## src/rtl/systolic_pkg.sv

```systemverilog
// Shared types and helpers for the systolic feeder slice.
//   feed_state_t : feeder FSM states (IDLE, RUN, DRAIN)
//   drain_beats  : number of zero beats needed to flush an n x p array
package systolic_pkg;

   typedef enum logic [1:0] {
      IDLE  = 2'd0,
      RUN   = 2'd1,
      DRAIN = 2'd2
   } feed_state_t;

   function automatic int drain_beats(input int n, input int p);
      return n + p - 1;
   endfunction

endpackage

```

## src/rtl/systolic_skew_feeder_if.sv

```systemverilog
// Bundle between upstream row source, the skew feeder and systolic_array.
//   in_valid/in_last/in_data : row stream into the feeder
//   in_ready                 : feeder accepts the row this cycle
//   ds_ready                 : array ready (weights loaded), level signal
//   out_valid/out_start/out_data : skewed beat stream towards the array
// master = row source / array side, slave = feeder.
interface systolic_skew_feeder_if #(
   parameter int BitSize     = 8,
   parameter int NumOfInputs = 2
);
   logic                           in_valid;
   logic                           in_last;
   logic [NumOfInputs*BitSize-1:0] in_data;
   logic                           in_ready;
   logic                           ds_ready;
   logic                           out_valid;
   logic                           out_start;
   logic [NumOfInputs*BitSize-1:0] out_data;

   modport master (
      output in_valid, in_last, in_data, ds_ready,
      input  in_ready, out_valid, out_start, out_data
   );

   modport slave (
      input  in_valid, in_last, in_data, ds_ready,
      output in_ready, out_valid, out_start, out_data
   );
endinterface

```

## src/rtl/skew_delay_line.sv

```systemverilog
// Enable-shifted register chain used for one diagonal lane of the feeder.
//   clk, res_n : clock, synchronous active-low reset (clears every stage)
//   en         : shift one stage when high, hold otherwise
//   din        : value loaded into stage 0
//   dout       : last stage (Depth cycles of enable after din)
module skew_delay_line #(
   parameter int BitSize = 8,
   parameter int Depth   = 1
) (
   input  logic               clk,
   input  logic               res_n,
   input  logic               en,
   input  logic [BitSize-1:0] din,
   output logic [BitSize-1:0] dout
);

   logic [BitSize-1:0] stage_reg [Depth];

   always_ff @(posedge clk) begin
      if (!res_n) begin
         for (int i = 0; i < Depth; i++) begin
            stage_reg[i] <= '0;
         end
      end else if (en) begin
         stage_reg[0] <= din;
         for (int i = 1; i < Depth; i++) begin
            stage_reg[i] <= stage_reg[i-1];
         end
      end
   end

   assign dout = stage_reg[Depth-1];

endmodule

```

## src/rtl/systolic_skew_feeder.sv

```systemverilog
// Upstream feeder for systolic_array: takes one row-major row per accepted
// beat and emits the skewed diagonal stream (element e delayed e beats),
// followed by drain zero beats that flush the array.
//   clk, res_n : clock, synchronous active-low reset
//   bus        : slave side of systolic_skew_feeder_if (row in, beats out)
module systolic_skew_feeder
   import systolic_pkg::*;
#(
   parameter int BitSize     = 8,
   parameter int NumOfInputs = 2,
   parameter int NumOfNerves = 2
) (
   input  logic                   clk,
   input  logic                   res_n,
   systolic_skew_feeder_if.slave  bus
);

   localparam int DrainBeats = drain_beats(NumOfInputs, NumOfNerves);
   localparam int CntW       = $clog2(DrainBeats + 1);
   localparam logic [CntW-1:0] CntLast = CntW'(DrainBeats - 1);

   feed_state_t     state_reg, state_next;
   logic [CntW-1:0] cnt_reg, cnt_next;
   logic            out_valid_reg, out_start_reg;

   logic in_ready;
   logic accept;
   logic drain_beat;
   logic beat;

   // in_ready is forced low while reset is held so nothing is accepted then.
   assign in_ready   = res_n && bus.ds_ready && (state_reg != DRAIN);
   assign accept     = bus.in_valid && in_ready;
   assign drain_beat = res_n && (state_reg == DRAIN) && bus.ds_ready;
   assign beat       = accept || drain_beat;

   always_ff @(posedge clk) begin
      if (!res_n) begin
         state_reg     <= IDLE;
         cnt_reg       <= '0;
         out_valid_reg <= 1'b0;
         out_start_reg <= 1'b0;
      end else begin
         state_reg     <= state_next;
         cnt_reg       <= cnt_next;
         out_valid_reg <= beat;
         out_start_reg <= accept && (state_reg == IDLE);
      end
   end

   always_comb begin
      state_next = state_reg;
      cnt_next   = cnt_reg;
      unique case (state_reg)
         IDLE, RUN: begin
            if (accept) begin
               if (bus.in_last) begin
                  state_next = DRAIN;
                  cnt_next   = '0;
               end else begin
                  state_next = RUN;
               end
            end
         end
         DRAIN: begin
            if (bus.ds_ready) begin
               if (cnt_reg == CntLast) begin
                  state_next = IDLE;
                  cnt_next   = '0;
               end else begin
                  cnt_next = cnt_reg + 1'b1;
               end
            end
         end
         default: begin
            state_next = IDLE;
            cnt_next   = '0;
         end
      endcase
   end

   // Lane gi needs gi+1 stages: one for the registered output, gi for skew.
   // During DRAIN stage 0 is fed zeros so trailing diagonal slots stay clean.
   logic [NumOfInputs*BitSize-1:0] out_data;

   genvar gi;
   generate
      for (gi = 0; gi < NumOfInputs; gi++) begin : g_lane
         localparam int Hi = (NumOfInputs - gi) * BitSize - 1;
         logic [BitSize-1:0] lane_din;

         assign lane_din = (state_reg == DRAIN) ? '0 : bus.in_data[Hi -: BitSize];

         skew_delay_line #(
            .BitSize (BitSize),
            .Depth   (gi + 1)
         ) u_line (
            .clk   (clk),
            .res_n (res_n),
            .en    (beat),
            .din   (lane_din),
            .dout  (out_data[Hi -: BitSize])
         );
      end
   endgenerate

   assign bus.in_ready  = in_ready;
   assign bus.out_valid = out_valid_reg;
   assign bus.out_start = out_start_reg;
   assign bus.out_data  = out_data;

endmodule

```

## src/flat_wrapper.sv

```systemverilog
// flat-port wrapper written by rule: the top's interface ports become plain ports
module systolic_skew_feeder_flat import systolic_pkg::*;
#(
   parameter int BitSize     = 8,
   parameter int NumOfInputs = 2,
   parameter int NumOfNerves = 2
)
  (clk, res_n, bus_in_valid, bus_in_last, bus_in_data, bus_ds_ready, bus_in_ready, bus_out_valid, bus_out_start, bus_out_data);
  systolic_skew_feeder_if #(.BitSize(BitSize), .NumOfInputs(NumOfInputs)) bus_i ();
  input  logic clk;
  input  logic res_n;
  input wire logic [$bits(bus_i.in_valid)-1:0] bus_in_valid;
  input wire logic [$bits(bus_i.in_last)-1:0] bus_in_last;
  input wire logic [$bits(bus_i.in_data)-1:0] bus_in_data;
  input wire logic [$bits(bus_i.ds_ready)-1:0] bus_ds_ready;
  output wire logic [$bits(bus_i.in_ready)-1:0] bus_in_ready;
  output wire logic [$bits(bus_i.out_valid)-1:0] bus_out_valid;
  output wire logic [$bits(bus_i.out_start)-1:0] bus_out_start;
  output wire logic [$bits(bus_i.out_data)-1:0] bus_out_data;
  assign bus_i.in_valid = bus_in_valid;
  assign bus_i.in_last = bus_in_last;
  assign bus_i.in_data = bus_in_data;
  assign bus_i.ds_ready = bus_ds_ready;
  assign bus_in_ready = bus_i.in_ready;
  assign bus_out_valid = bus_i.out_valid;
  assign bus_out_start = bus_i.out_start;
  assign bus_out_data = bus_i.out_data;
  systolic_skew_feeder #(.BitSize(BitSize), .NumOfInputs(NumOfInputs), .NumOfNerves(NumOfNerves)) u_core (.clk(clk), .res_n(res_n), .bus(bus_i));
endmodule
```

## config.mk

```make
export PLATFORM = sky130hd
export DESIGN_NAME = systolic_skew_feeder_flat
export DESIGN_NICKNAME = d
export VERILOG_FILES = /design/src/rtl/systolic_pkg.sv /design/src/rtl/systolic_skew_feeder_if.sv /design/src/rtl/skew_delay_line.sv /design/src/rtl/systolic_skew_feeder.sv /design/src/flat_wrapper.sv
export SDC_FILE = /design/constraint.sdc
export NUM_CORES = 1
export LEC_CHECK = 0
export ABC_CLOCK_PERIOD_IN_PS = 2300
export CAP_MARGIN = 20
export CORE_ASPECT_RATIO = 0.8
export CORE_UTILIZATION = 35
export DETAILED_ROUTE_END_ITERATION = 10
export DONT_BUFFER_PORTS = 1
export GPL_TIMING_DRIVEN = 0
export PLACE_DENSITY = 0.49
export SETUP_SLACK_MARGIN = 0.4
export SYNTH_ARGS = -nofsm -noshare
export SYNTH_HDL_FRONTEND = slang
export SYNTH_SLANG_ARGS = --single-unit
```

## constraint.sdc

```tcl
create_clock -name clk -period 2.3 [get_ports clk]
set_input_delay 0 -clock clk [delete_from_list [all_inputs] [get_ports clk]]
set_output_delay 0 -clock clk [all_outputs]
set_load 0.01 [all_outputs]
```

# [After elaboration in Yosys (flattened, before gate mapping)]
# Memory sizes are Yosys's and may differ from the RTL's.
# Cells that the tools add are included.
[word_totals] reg_bits=6 latchBits=0 ram_bits=24 romBits=0 output_inout_bits=19 word_cells=49 mem_count=2
[classes] n_addsub=1 multipliers=0 div=0 order_cmp=0 n_eq_ne=8 shift=0 mux=20 bitwise_logic=2 n_reduce_logical=12
[memory_table] memory="u_core.g_lane[1].u_line.stage_reg" words=2 width=8 rd=2 rd_clocked_by_memory_dff=0 write_ports=2 line="skew_delay_line.sv:17" rtl="logic [BitSize-1:0] stage_reg [Depth];"
[memory_table] memory="u_core.g_lane[0].u_line.stage_reg" words=1 width=8 rd=1 rd_clocked_by_memory_dff=0 write_ports=1 line="skew_delay_line.sv:17"
[op_table] cell="2-to-1 mux 8 bit" n=5
[op_table] cell="2-to-1 mux 2 bit" n=8
[op_table] cell="one-hot mux 2 bit (2 select lines)" n=2
[op_table] cell="OR reduction 8 bit" n=1
[op_table] cell="logical AND 1 bit" n=6
[op_table] cell="!= test 2 bit (second input constant)" n=3
[op_table] cell="AND reduction 3 bit" n=2
[op_table] cell="2-to-1 mux 1 bit" n=5
[op_table] cell="equality test 2 bit (second input constant)" n=2
[op_table] cell="!= test 2 x 1 -> 1 bit (second input constant)" n=2
[op_table] cell="adder 2 x 1 -> 2 bit (second input constant)" n=1
[op_table] cell="equality test 2 x 1 -> 1 bit (second input constant)" n=1
[op_table] cell="logical NOT 2 bit" n=1
[op_table] cell="OR 1 bit" n=2
[op_table] cell="OR reduction 2 bit" n=1
[op_table] cell="logical OR 1 bit" n=1

# [Longest topological paths before layout]
[depth] depth_word=9 mapped_depth=4

# [Cells and area by module]
# A second synthesis with hierarchy kept.
[unflattened] cells_unflattened=106 hier_area_um2=1352.5
[modules_own_cells] mod="skew_delay_line at u_core.g_lane[1].u_line" n_inst=1 cells_per_inst=43 area_each_um2=673.1 seq_area_each_um2=480.5
[modules_own_cells] mod="systolic_skew_feeder" n_inst=1 cells_per_inst=46 area_each_um2=382.9 seq_area_each_um2=120.1
[modules_own_cells] mod="skew_delay_line at u_core.g_lane[0].u_line" n_inst=1 cells_per_inst=17 area_each_um2=296.5 seq_area_each_um2=240.2

# [Worst setup path after synthesis]
# No wires, ideal clock.
[synth_path] kind="reg-to-reg" from="register u_core.state_reg[1]" to="memory u_core.g_lane[0].u_line.stage_reg[0][0] (enable)" arrival_ns=1.401 slack_ns=0.514 path_stages_with_launch=4 n_path_buf=0 cell_sequence="dfxtp_1 nand2b_1 a21oi_2 nand2b_1"
[synth_via] elab_chain_cells=9 elab_cells_between_ends=12 classes_between="eq/ne (2); mux (4); reduce/logical (6)"
[synth_lines] element="start: declaration" line="systolic_skew_feeder.sv:22" rtl="feed_state_t state_reg, state_next;"
[synth_lines] element="start signal: assignment" line="systolic_skew_feeder.sv:44" rtl="state_reg <= state_next;"
[synth_lines] element="!= test 2 bit or equality test 2 bit (tied branches)" line="systolic_skew_feeder.sv:32, systolic_skew_feeder.sv:34"
[synth_lines] element="logical AND 1 bit, on equally long branches" line="systolic_skew_feeder.sv:32, systolic_skew_feeder.sv:34"
[synth_lines] element="logical AND 1 bit, on equally long branches" line="systolic_skew_feeder.sv:33, systolic_skew_feeder.sv:34"
[synth_lines] element="logical OR 1 bit (*)" line="systolic_skew_feeder.sv:35" rtl="assign beat = accept || drain_beat;"
[synth_lines] element="2-to-1 mux 1 bit (*)" line="skew_delay_line.sv:24" rtl="end else if (en) begin"
[synth_lines] element="2-to-1 mux 1 bit (*)" line="skew_delay_line.sv:20" rtl="if (!res_n) begin"
[synth_lines] element="2-to-1 mux 1 bit (implied by the code) (*)" line="skew_delay_line.sv:25" rtl="stage_reg[0] <= din;"
[synth_lines] element="OR reduction 8 bit (no source line)"
[synth_lines] element="2-to-1 mux 1 bit (no source line) (*)"
[synth_lines] element="end: declaration" line="skew_delay_line.sv:17"
# Mark *: on every way between the ends. The rest lies on a longest branch, timed or not.

==> results.yml <==
worst_setup_path:
  path_class: "flop to flop"
  cpMaxStageDelayCell: "dfxtp_1"
  r2r_cells: 3
  rrSetupSlack_ps: 580
  slowest_delay_ps: 420
  reg2reg_to: "u_core.g_lane[1].u_line.stage_reg[0][6]"
  worstSetupEndpointType: "flop"
  crit_arrival_ps: 1670
  path_cells: "nand2b_1 -> a21oi_2 -> nand2b_4"
  critPathLaunchType: "flop"
  worstPathMaxFanout: 24
  required_ps: 2250
  r2r-start: "u_core.state_reg[1]"
min_path:
  hold_start: "bus_ds_ready"
  hold_class: "input port to flop"
  hold_depth: 3
  hold_end: "u_core.cnt_reg[1]"
logic_synthesis:
  yosys.area.top_type_share_pct: 58.4
  synth_area_mm2: 0.00123
  synth-seq-cells: 30
  yosys.area_share.adder_pct: 0
  seq_area_frac_synth_pct: 68.1
  netlist_top_cells_area: "edfxtp_1 58%, and2_1 12%, dfxtp_1 9.7%, buf_4 4.9%, nand2b_1 2.5%"
  ys_types: 21
  synth_top_family_by_area: "simple AND/OR/NAND/NOR gates"
  synth_nets: 109
  synthXorXnorAreaFrac_pct: 0
  ys.flop_type: "edfxtp_1"
  synth_compound_area_share_pct: 4.26
  yosysTopAreaCell: "edfxtp_1"
  synthArstFlopShare_pct: 0
  synth-simple-area-share_pct: 21.3
  synthMuxAreaShare_pct: 0
  syn_area_per_cell_um2: 14.0
  yosysWarningCount: 0
  syn_inst: 88
  synth_edf_count: 24
floorplan:
  rows: 18
  dieWidth_um: 68.4
  coreArea_mm2: 0.00322
  die_y_um: 55.1
  die_area_mm2: 0.00377
  initial_utilization_pct: 38.3
  num_io_pins: 40
layout:
  fin_util_pct: 49.2
  multi_input_area_um2: 323
  synthToLayoutAreaGrowth_pct: 28.3
  layout.nets: 137
  fill_cells: 290
  drive_gt1_share_pct: 16.2
  design_area_mm2: 0.00158
  seqCellArea_um2: 841
  stdcell_count: 157
  largest_reg_flops: 24
  antenna_cells: 0
  final_cell_mix: "24 x and2_1, 24 x edfxtp_1, 21 x dlygate4sd3_1"
placement:
  hpwl_um: 1210
  gp_congestion: 0.754
  dp_cells: 128
  port_buffers: 0
  place_area_mm2: 0.00128
global_route:
  grt_usage_pct: 12.4
  grt_pass1_wl_um: 2980
  grt_pass1_vias: 641
  antenna_found_initial: 0
  grt_max_degree: 25
  overflow: 0
power_and_ir_drop:
  pwr-share-comb_pct: 8.3
  ir_worst_vdd_mv: 0.295
  leakage_nw: 0.623
  seqPwrFrac_pct: 56.8
  p_sw_share_pct: 21.5
  power_density_mw_per_mm2: 708
  p_int_mw: 0.881
  p_clk_share_pct: 34.9
  p_switching_mw: 0.240
sta:
  setup_tns_ps: 0
  finalHoldViolations: 0
  fmax_mhz: 583
  relSlewSlack_pct: 74.5
  final.setup_skew_ps: 6.83
  finalCritPeriodShare_pct: 74.6
  worst_slew_pin_slew_ps: 382
  fin_crit_ps: 1720
  drv_slew: 0
  rsz0062_at_grt: "no"
  setup_viol: 0
routing:
  via_count: 720
  wl_per_cell_um: 12.9
  drc: 0
  dr.pass1.iters: 4
  drtIter0Drc: 36
  vias_per_cell: 4.59
  routed_wl_um: 2020
  antenna_left: 0
cts:
  numCtsBuffers: 5
  cts.sinks: 30
  clkSlewWorstSetupHoldPaths_ps: 60
  clkLatencyLatePin_ps: 280
  cts_buffer_depth: 2
  htree_num_levels: 2
  cts_tree: "done"
  root_buffer: "clkbuf_8"
run_status:
  status: "completed"
flow_run:
  maxCapViolations: 0
[through the flow]
step | setup slack, ps | hold WS (ps) | total power [mW]
finish | 585 | 26.1 | 1.12
global route | 454 | 36.2 | 1.17
detailed placement | 19.4 | 122 | 0.712
floorplan | 514 | 118 | 0.698
global placement | 55.7 | 122 | 0.711
CTS | 553 | 15.2 | 1.14
[cells by family after synthesis]
group / Yosys count
compound gates: 8
buf+inv: 11
flops: 30
simple gates: 39
[area by class of cell]
class / count / area share [%]
sequential: 30 / 53.1
multi-input combinational: 47 / 20.4
tap: 40 / 3.16
timing repair buffer: 21 / 13.3
clock buffer: 6 / 4.58
buffer: 9 / 4.50
inverter: 2 / 0.474
clock inverter: 2 / 0.553
[synthesized netlist by cell type, types with 2 or more instances]
cell,n
buf_4,8
inv_1,2
edfxtp_1,24
and2_1,24
nand2b_1,5
dfxtp_1,6
a21oi_1,3
a21o_1,2
nor2b_1,2
[worst max-delay path, delay by kind of cell, from the launching register on]
kind / cells / cell delay, ps
flops: 1 / 420
compound gates: 1 / 380
simple gates: 2 / 580
[metal layers]
metal | wire length, µm | share of wire (%) | up-vias | GRT usage (%)
met1 | 825 | 41 | 327 | 13.0
met5 | 0 | 0 | - | 0
met4 | 29 | 1.4 | 0 | 6.25
met3 | 239 | 12 | 4 | 10.2
met2 | 928 | 46 | 36 | 17.6
li1 | - | - | 353 | -
[timing repair]
action,CTS,global route
hold buffers,21,0
buffers inserted,0,0
endpoints found under the setup margin,24,0
endpoints found under the hold margin,20,0
resized for setup,2,0
[power by group through the flow]
stage	Clock (mW)	Combinational (mW)	Sequential, mW
after global placement	0	0.0619	0.649
after global routing	0.426	0.103	0.641
final	0.391	0.0932	0.637
after floorplan	0	0.0530	0.645
after detailed placement	0	0.0633	0.649
after CTS	0.409	0.0938	0.637
[worst max-delay path by stage]
stage                              from                                        to  depth (start not counted)
finish              u_core.state_reg[1]   u_core.g_lane[1].u_line.stage_reg[0][6]                          3
detailed placement  u_core.state_reg[1]  u_core.g_lane[1].u_line.stage_reg[0][10]                          3
CTS                 u_core.state_reg[1]  u_core.g_lane[1].u_line.stage_reg[0][10]                          3
global route        u_core.state_reg[1]   u_core.g_lane[1].u_line.stage_reg[0][7]                          3
global placement    u_core.state_reg[1]   u_core.g_lane[1].u_line.stage_reg[0][1]                          3
floorplan           u_core.state_reg[1]   u_core.g_lane[0].u_line.stage_reg[0][0]                          3
Power figures use the tool's default switching activity.
